`src/rtl/multi_queue_issue_arbiter_if.sv`:
```
// ---------------------------------------------------------------------------
// multi_queue_issue_arbiter_if
// Bundles the upstream request/valid/ack vectors and the downstream issue
// port of the multi-queue issue arbiter.
//   request_packed_in       : NUM_REQUESTER requests, requester i at [i*W +: W]
//   request_valid_packed_in : per-requester valid
//   issue_ack_packed_out    : per-requester one-cycle ack pulse (registered)
//   request_out             : granted request (registered)
//   request_valid_out       : request_out is valid
//   request_id_out          : requester index that supplied request_out
//   issue_ack_in            : downstream accepted request_out this cycle
// Modports: master = arbiter side, slave = queues + downstream stage side.
// ---------------------------------------------------------------------------
interface multi_queue_issue_arbiter_if #(
   parameter int NUM_REQUESTER              = 4,
   parameter int REQUESTER_ID_WIDTH         = 2,
   parameter int SINGLE_ENTRY_WIDTH_IN_BITS = 64
);
   logic [NUM_REQUESTER*SINGLE_ENTRY_WIDTH_IN_BITS-1:0] request_packed_in;
   logic [NUM_REQUESTER-1:0]                            request_valid_packed_in;
   logic [NUM_REQUESTER-1:0]                            issue_ack_packed_out;
   logic [SINGLE_ENTRY_WIDTH_IN_BITS-1:0]               request_out;
   logic                                                request_valid_out;
   logic [REQUESTER_ID_WIDTH-1:0]                       request_id_out;
   logic                                                issue_ack_in;

   modport master (
      input  request_packed_in,
      input  request_valid_packed_in,
      input  issue_ack_in,
      output issue_ack_packed_out,
      output request_out,
      output request_valid_out,
      output request_id_out
   );

   modport slave (
      output request_packed_in,
      output request_valid_packed_in,
      output issue_ack_in,
      input  issue_ack_packed_out,
      input  request_out,
      input  request_valid_out,
      input  request_id_out
   );
endinterface

```
`src/rtl/multi_queue_issue_arbiter.sv`:
```
// ---------------------------------------------------------------------------
// multi_queue_issue_arbiter
// Round-robin merge of NUM_REQUESTER queue outputs onto one registered issue
// port. A grant registers the request, its requester ID and a one-cycle ack
// pulse back to the winning queue; the request is held until the downstream
// stage acknowledges it, at which point the next grant can be taken in the
// same cycle (back-to-back issue across different requesters).
// Ports:
//   clk_in   : clock
//   reset_in : asynchronous, active-high reset
//   bus      : multi_queue_issue_arbiter_if.master (see interface header)
// ---------------------------------------------------------------------------
module multi_queue_issue_arbiter #(
   parameter int NUM_REQUESTER              = 4,
   parameter int REQUESTER_ID_WIDTH         = 2,
   parameter int SINGLE_ENTRY_WIDTH_IN_BITS = 64
) (
   input logic                          clk_in,
   input logic                          reset_in,
   multi_queue_issue_arbiter_if.master  bus
);

   localparam int N   = NUM_REQUESTER;
   localparam int IDW = REQUESTER_ID_WIDTH;
   localparam int W   = SINGLE_ENTRY_WIDTH_IN_BITS;

   typedef enum logic {IDLE, HOLD} state_t;

   state_t         state, state_next;
   logic [IDW-1:0] last_grant, last_grant_next;
   logic [W-1:0]   request_next;
   logic [IDW-1:0] request_id_next;
   logic           request_valid_next;
   logic [N-1:0]   issue_ack_next;
   logic [N-1:0]   eligible;
   logic [IDW-1:0] grant_id;

   function automatic logic [N-1:0] onehot(input logic [IDW-1:0] idx);
      logic [N-1:0] v;
      v      = '0;
      v[idx] = 1'b1;
      return v;
   endfunction

   // Search last+1, last+2, ... with an explicit wrap at N-1 so that a
   // non-power-of-2 requester count never produces an ID >= N.
   function automatic logic [IDW-1:0] rr_select(input logic [N-1:0]   elig,
                                                input logic [IDW-1:0] last);
      logic [IDW-1:0] idx;
      logic [IDW-1:0] sel;
      logic           found;
      idx   = last;
      sel   = '0;
      found = 1'b0;
      for (int k = 0; k < N; k++) begin
         idx = (idx == IDW'(N - 1)) ? '0 : idx + IDW'(1);
         if (!found && elig[idx]) begin
            sel   = idx;
            found = 1'b1;
         end
      end
      return sel;
   endfunction

   always_comb begin
      state_next         = state;
      last_grant_next    = last_grant;
      request_next       = bus.request_out;
      request_id_next    = bus.request_id_out;
      request_valid_next = bus.request_valid_out;
      issue_ack_next     = '0;   // acks are single-cycle pulses
      eligible           = '0;

      case (state)
         IDLE: eligible = bus.request_valid_packed_in;
         // The just-acked queue may still show valid for one cycle after its
         // ack pulse, so it is masked out of the back-to-back search.
         HOLD: if (bus.issue_ack_in)
                  eligible = bus.request_valid_packed_in & ~onehot(last_grant);
         default: eligible = '0;
      endcase

      grant_id = rr_select(eligible, last_grant);

      if (|eligible) begin
         request_next       = bus.request_packed_in[grant_id*W +: W];
         request_id_next    = grant_id;
         request_valid_next = 1'b1;
         issue_ack_next     = onehot(grant_id);
         last_grant_next    = grant_id;
         state_next         = HOLD;
      end else if (state == HOLD && bus.issue_ack_in) begin
         request_next       = '0;
         request_valid_next = 1'b0;
         state_next         = IDLE;
      end
   end

   always_ff @(posedge clk_in or posedge reset_in) begin
      if (reset_in) begin
         state                    <= IDLE;
         last_grant               <= IDW'(N - 1);   // requester 0 wins first
         bus.request_out          <= '0;
         bus.request_id_out       <= '0;
         bus.request_valid_out    <= 1'b0;
         bus.issue_ack_packed_out <= '0;
      end else begin
         state                    <= state_next;
         last_grant               <= last_grant_next;
         bus.request_out          <= request_next;
         bus.request_id_out       <= request_id_next;
         bus.request_valid_out    <= request_valid_next;
         bus.issue_ack_packed_out <= issue_ack_next;
      end
   end

endmodule

```
`src/flat_wrapper.sv`:
```
// flat-port wrapper written by rule: the top's interface ports become plain ports
module multi_queue_issue_arbiter_flat 
#(
   parameter int NUM_REQUESTER              = 4,
   parameter int REQUESTER_ID_WIDTH         = 2,
   parameter int SINGLE_ENTRY_WIDTH_IN_BITS = 64
)
  (clk_in, reset_in, bus_request_packed_in, bus_request_valid_packed_in, bus_issue_ack_in, bus_issue_ack_packed_out, bus_request_out, bus_request_valid_out, bus_request_id_out);
  multi_queue_issue_arbiter_if #(.NUM_REQUESTER(NUM_REQUESTER), .REQUESTER_ID_WIDTH(REQUESTER_ID_WIDTH), .SINGLE_ENTRY_WIDTH_IN_BITS(SINGLE_ENTRY_WIDTH_IN_BITS)) bus_i ();
  input logic clk_in;
  input logic reset_in;
  input wire logic [$bits(bus_i.request_packed_in)-1:0] bus_request_packed_in;
  input wire logic [$bits(bus_i.request_valid_packed_in)-1:0] bus_request_valid_packed_in;
  input wire logic [$bits(bus_i.issue_ack_in)-1:0] bus_issue_ack_in;
  output wire logic [$bits(bus_i.issue_ack_packed_out)-1:0] bus_issue_ack_packed_out;
  output wire logic [$bits(bus_i.request_out)-1:0] bus_request_out;
  output wire logic [$bits(bus_i.request_valid_out)-1:0] bus_request_valid_out;
  output wire logic [$bits(bus_i.request_id_out)-1:0] bus_request_id_out;
  assign bus_i.request_packed_in = bus_request_packed_in;
  assign bus_i.request_valid_packed_in = bus_request_valid_packed_in;
  assign bus_i.issue_ack_in = bus_issue_ack_in;
  assign bus_issue_ack_packed_out = bus_i.issue_ack_packed_out;
  assign bus_request_out = bus_i.request_out;
  assign bus_request_valid_out = bus_i.request_valid_out;
  assign bus_request_id_out = bus_i.request_id_out;
  multi_queue_issue_arbiter #(.NUM_REQUESTER(NUM_REQUESTER), .REQUESTER_ID_WIDTH(REQUESTER_ID_WIDTH), .SINGLE_ENTRY_WIDTH_IN_BITS(SINGLE_ENTRY_WIDTH_IN_BITS)) u_core (.clk_in(clk_in), .reset_in(reset_in), .bus(bus_i));
endmodule
```
`config.mk`:
```
export PLATFORM = sky130hd
export DESIGN_NAME = multi_queue_issue_arbiter_flat
export DESIGN_NICKNAME = d
export VERILOG_FILES = /design/src/rtl/multi_queue_issue_arbiter_if.sv /design/src/rtl/multi_queue_issue_arbiter.sv /design/src/flat_wrapper.sv
export SDC_FILE = /design/constraint.sdc
export NUM_CORES = 1
export LEC_CHECK = 0
export BUFFER_PORTS_ARGS = -buffer_cell sky130_fd_sc_hd__buf_4
export CORE_UTILIZATION = 39
export CTS_CLUSTER_DIAMETER = 50
export CTS_CLUSTER_SIZE = 30
export DETAILED_ROUTE_END_ITERATION = 6
export PLACE_DENSITY_LB_ADDON = 0.12
export SKIP_LAST_GASP = 1
export SYNTH_ARGS = -nofsm -noshare
export SYNTH_HDL_FRONTEND = slang
export SYNTH_SLANG_ARGS = --single-unit
```
`constraint.sdc`:
```
create_clock -name clk_in -period 4.8 [get_ports clk_in]
set_input_delay 0.24 -clock clk_in [delete_from_list [all_inputs] [get_ports clk_in]]
set_output_delay 0.24 -clock clk_in [all_outputs]
set_load 0.02 [all_outputs]
```
-- After elaboration in Yosys (flattened, before gate mapping)
Index checks and enable logic that the tools add are counted.
- bits in writable memories: 0
- bits of input ports: 263
- register bits: 73
- memories kept: 0
- ROM bits: 0
- output and inout bits: 71
- bits in latches: 0
- bitwise operators: 3
- shift operators: 1
- div/mod/pow operators: 0
- $mul: 0
- multiplexer cells: 30
- $lt $le $gt $ge: 8
- equal/unequal tests: 4
- add/subtract/negate cells: 4
- reduce and logical (&&, ||, !) cells: 11
- operators with widths (cell ; count):
    256-bit by 9-bit indexed part select with 64-bit output ; 1
    64-bit two-way mux ; 2
    2-bit by 3-bit < comparator with 1-bit output, second input constant ; 6
    2-bit two-way mux ; 8
    1-bit two-way mux ; 11
    2-bit by 1-bit adder with 2-bit output, second input constant ; 4
    1-bit binary-select mux with 2-bit select ; 4
    2-bit == test, second input constant ; 4
    4-bit two-way mux ; 2
    4-bit one-hot mux with 2 select lines ; 1
    1-bit logical AND ; 6
    4-bit AND ; 1
    1-bit demux with 2-bit select ; 2
    2-bit by 1-bit greater-or-equal comparator with 1-bit output, second input constant ; 2
    4-bit NOT ; 1
    4-bit OR reduction ; 1
    1-bit zero test ; 3
    2-bit nonzero test ; 1
    1-bit NOT ; 1

-- Depth between registers and ports, before layout
- word-level depth: 25
- gate-level depth with buffers: 10

-- Worst setup path before layout
No wires, ideal clock.
- path kind: register to register
- start point: register u_core.last_grant[0]
- end point: register u_core.bus.request_out[15]
- stages on the path, launching flop included: 10
- path buffers: 2
- setup slack: 2.543 ns
- setup time: 0.072 ns
- arrival: 2.185 ns
- path through: dfstp_2 > inv_1 > ha_1 > clkbuf_1 > inv_2 > a211oi_2 > buf_2 > a22oi_1 > o2bb2ai_1 > nand4b_1
- word-level cells in the longest chain between the ends: 22
- ends and longest elaborated chain (item ; line ; text):
    start, declared ; multi_queue_issue_arbiter.sv:30 ; logic [IDW-1:0] last_grant, last_grant_next;
    start signal, assigned ; multi_queue_issue_arbiter.sv:102 ; last_grant <= IDW'(N - 1);
    start signal, assigned ; multi_queue_issue_arbiter.sv:109 ; last_grant <= last_grant_next;
    2-bit by 3-bit < comparator with 1-bit output (not written as such) or 2-bit by 1-bit greater-or-equal comparator with 1-bit output (tied branches) ; multi_queue_issue_arbiter.sv:41 ; v[idx] = 1'b1;
    1-bit logical AND (not written as such) ; multi_queue_issue_arbiter.sv:41 ;
    1-bit two-way mux (not written as such) ; multi_queue_issue_arbiter.sv:41 ;
    1-bit demux with 2-bit select ; -- ;
    4-bit NOT ; multi_queue_issue_arbiter.sv:79 ; eligible = bus.request_valid_packed_in & ~onehot(last_grant);
    4-bit AND ; multi_queue_issue_arbiter.sv:79 ;
    4-bit two-way mux ; multi_queue_issue_arbiter.sv:78 ; HOLD: if (bus.issue_ack_in)
    4-bit one-hot mux with 2 select lines ; multi_queue_issue_arbiter.sv:74 ; case (state)
    [... 6 more ...] ; -- ;
    1-bit zero test ; multi_queue_issue_arbiter.sv:57 ; if (!found && elig[idx]) begin
    1-bit logical AND ; multi_queue_issue_arbiter.sv:57 ;
    1-bit two-way mux ; multi_queue_issue_arbiter.sv:57 ;
    1-bit zero test ; multi_queue_issue_arbiter.sv:57 ;
    1-bit logical AND ; multi_queue_issue_arbiter.sv:57 ;
    2-bit two-way mux ; multi_queue_issue_arbiter.sv:57 ;
    256-bit by 9-bit indexed part select with 64-bit output ; multi_queue_issue_arbiter.sv:86 ; request_next = bus.request_packed_in[grant_id*W +: W];
    64-bit two-way mux ; multi_queue_issue_arbiter.sv:85 ; if (|eligible) begin
    end signal, assigned ; multi_queue_issue_arbiter.sv:110 ; bus.request_out <= request_next;
    end, declared ; multi_queue_issue_arbiter_if.sv:32 ; output request_out,
Several ways; a longest one is shown, not always the timed one. The select of a mux whose other input is x is not followed.
A chain may end at the register's enable or synchronous reset.

-- Worst setup path after layout
- start point: register u_core.last_grant[0]
- end point: register u_core.bus.request_out[20]
The elaborated chain is that of the path after synthesis.

==> run metrics <==
Final Hold Fails 0; commonest cells after routing, fill and taps aside buf_4 (355), nand3_1 (131), dfrtp_1 (71), a22oi_1 (66); Post-Route Setup TNS 0 ns; crit-path max cell delay around 0.64 ns; Final nets roughly 1200; GP Congestion approximately 0.88; drt wl/cell about 25 um; Worst Tran Pin Value about 0.95 ns; row count 45; 1st-iter DRT viols approximately 1000; dominant cell type by area after synthesis dfrtp_1; Vias 8099; final instance area roughly 9200 um^2; Antenna diodes 0; chip height 128.4 um; syn nets 962; number of CTS-inserted buffers 9; Die ar. about 16000 um^2; TritonCTS clock tree built; RR Startpoint u_core.last_grant[0]; min cycle time layout around 3.1 ns; worst path bufs/invs 2; I/O Buffers about 330; total wire length ~30000 um; required time of the critical path about 5.0 ns; initial cell density of the core 40.50%; worst r2r path cells 8; number of synthesized register bits 73; placed insts 1163; CP Cell Sequence inv_1 -> ha_1 -> nand2b_2 -> a211oi_2 -> o2bb2ai_4 -> buf_4 -> a32oi_1 -> nand4b_1; register area share after synthesis 29.38%; Setup WS pre-CTS roughly 1.7 ns; drt drc 3; post-synthesis async set-or-reset flop share 100.0%; Yosys warning count 0; Synth top area share between 20% and 30%; H-tree depth 3; total power around 5.7 mW; slowest CP cell a211oi_2; max_slew headroom approximately 37%; ranking of synthesized cells by area dfrtp_1 (29%), nand3_1 (11%), a32o_1 (10%); Pre-antenna DRT Iters 7; CP endpoint kind register; Fmax ~320 MHz; worst setup path end u_core.bus.request_out[20]; Synth Flop Type dfrtp_1; hpwl dp 19400 um; Routed Antenna Nets 0; Clock Pin Slew Worst Setup and Hold Paths 0.07 ns; Peak VDD IR 0.3244 mV; die width approximately 130 um; Avg Cell Area, Syn 8.958 um^2; crit-path max FO 26; setup violators final 0; Crit Path Class register to register; pin count of the biggest net entering global routing 55; worst setup margin ~1.7 ns; GRT Util Overall a little over a third; deepest clock path buffer count 2; synth unique cells 39; antenna violations before repair 0; fraction of layout cells with a size suffix above 1 approximately two fifths; Critical Path AT 3.33 ns; Synth Cell Area slightly above 6000 um^2; Cell Pwr Density just over 600 nW/um^2; Hold Path Class primary input to register; CP Depth 8; core area between 15000 and 20000 um^2; failing checks DRC; Clock Skew approximately 0.014 ns; delay-heaviest family, CP compound AO/OA/AOI/OAI gates; Clock Latency Late Sink about 0.35 ns; worst r2r dst u_core.bus.request_out[20]; grt total ovfl 0; number of max-cap violations 0; status finished with violations; Max Slew Vio Count 0; Post-CTS Setup Bufs 0; r2r setup slk about 1.7 ns; synthesis-to-layout area growth 48.37%; number of global-route vias before repair just under 8000; root buf cell clkbuf_16; period utilization between 60 and 70%; Post-Layout Cell Count 1180; commonest non-fill, non-tap cell in the layout buf_4; global-route wire length before repair roughly 44000 um; IO Pins 334; Post-synth EDFFs 0; CTS Sinks 73; vias per cell between 6 and 7; hold slack ~0.14 ns; leakage ~3.8 nW; CP Launch Point u_core.last_grant[0]; DP Area around 8800 um^2; Worst setup SP type register; RSZ-0062 raised after global routing no; post-synthesis cell count slightly below 700; Core Util, Final roughly 60%
-- where the power goes --
part,total (mW),switching (mW),internal [mW]
Sequential,1.14,0.208,0.934
Combinational,3.65,2.25,1.40
Clock,0.912,0.284,0.628
Total,5.71,2.74,2.97
-- what timing repair did --
item,4_1_cts,5_1_grt
hold buffers,1,0
endpoints found under the hold margin,28,0
resized for setup,0,0
-- worst register-to-register path, stage by stage, from the launching register on --
cell       delay [ns]
dfstp_2          0.59
inv_1            0.09
ha_1             0.22
nand2b_2         0.26
a211oi_2         0.64
o2bb2ai_4        0.41
buf_4            0.36
a32oi_1          0.29
nand4b_1         0.14
-- Yosys cell counts (4+ instances only) --
master / n
nand2_1: 7
nand4b_1: 64
ha_1: 4
o21ai_0: 9
nor2b_1: 6
a32o_1: 64
inv_1: 7
a22oi_1: 66
buf_6: 6
clkbuf_1: 47
buf_1: 7
buf_2: 37
a32oi_1: 64
dfrtp_1: 71
nand3_1: 131
nor2_1: 5
a211oi_2: 4
o2bb2ai_1: 65
-- registers in the layout (all words and copies together), names as in the netlist --
signal,flops
u_core.bus.request_out,64
u_core.last_grant,2
u_core.bus.request_valid_out,1
u_core.bus.request_id_out,2
u_core.bus.issue_ack_packed_out,4
-- worst min-delay path by stage --
stage | depth (start not counted) | end | startpoint | slack, ns
floorplan | 2 | u_core.bus.request_out[0] | bus_request_packed_in[128] | 0.40
global placement | 2 | u_core.bus.request_out[26] | reset_in | 0.36
detailed placement | 2 | u_core.bus.request_out[26] | reset_in | 0.35
CTS | 3 | u_core.bus.request_out[61] | bus_request_packed_in[189] | 0.13
global route | 3 | u_core.bus.request_out[61] | bus_request_packed_in[125] | 0.15
finish | 3 | u_core.bus.request_out[3] | bus_request_packed_in[67] | 0.14
-- logic make-up after synthesis --
| group | synth area share (%) |
|---|---|
| AOI/OAI and AO/OA | 39.71 |
| adders and majority gates | 0.8039 |
| buffers and inverters | 8.039 |
| DFF | 29.38 |
| and+or+nand+nor | 22.07 |
-- cell type report --
type	instances	area [um^2]
inverter	8	31.28
multi-input combinational	515	4025
tap	211	264.0
sequential	73	1829
timing repair buffer	357	2695
clock inverter	5	150.1
fill	1379	6133
clock buffer	11	242.7
-- layer usage --
metal	vias to the layer above	part of all wire [%]	GRT usage, %
met1	3857	38	45.27
met3	69	12	6.362
met5	-	0	0
li1	3488	-	-
met2	685	47	56.18
met4	0	3.3	15.64
Note: power is estimated with default switching activity, not from simulation.
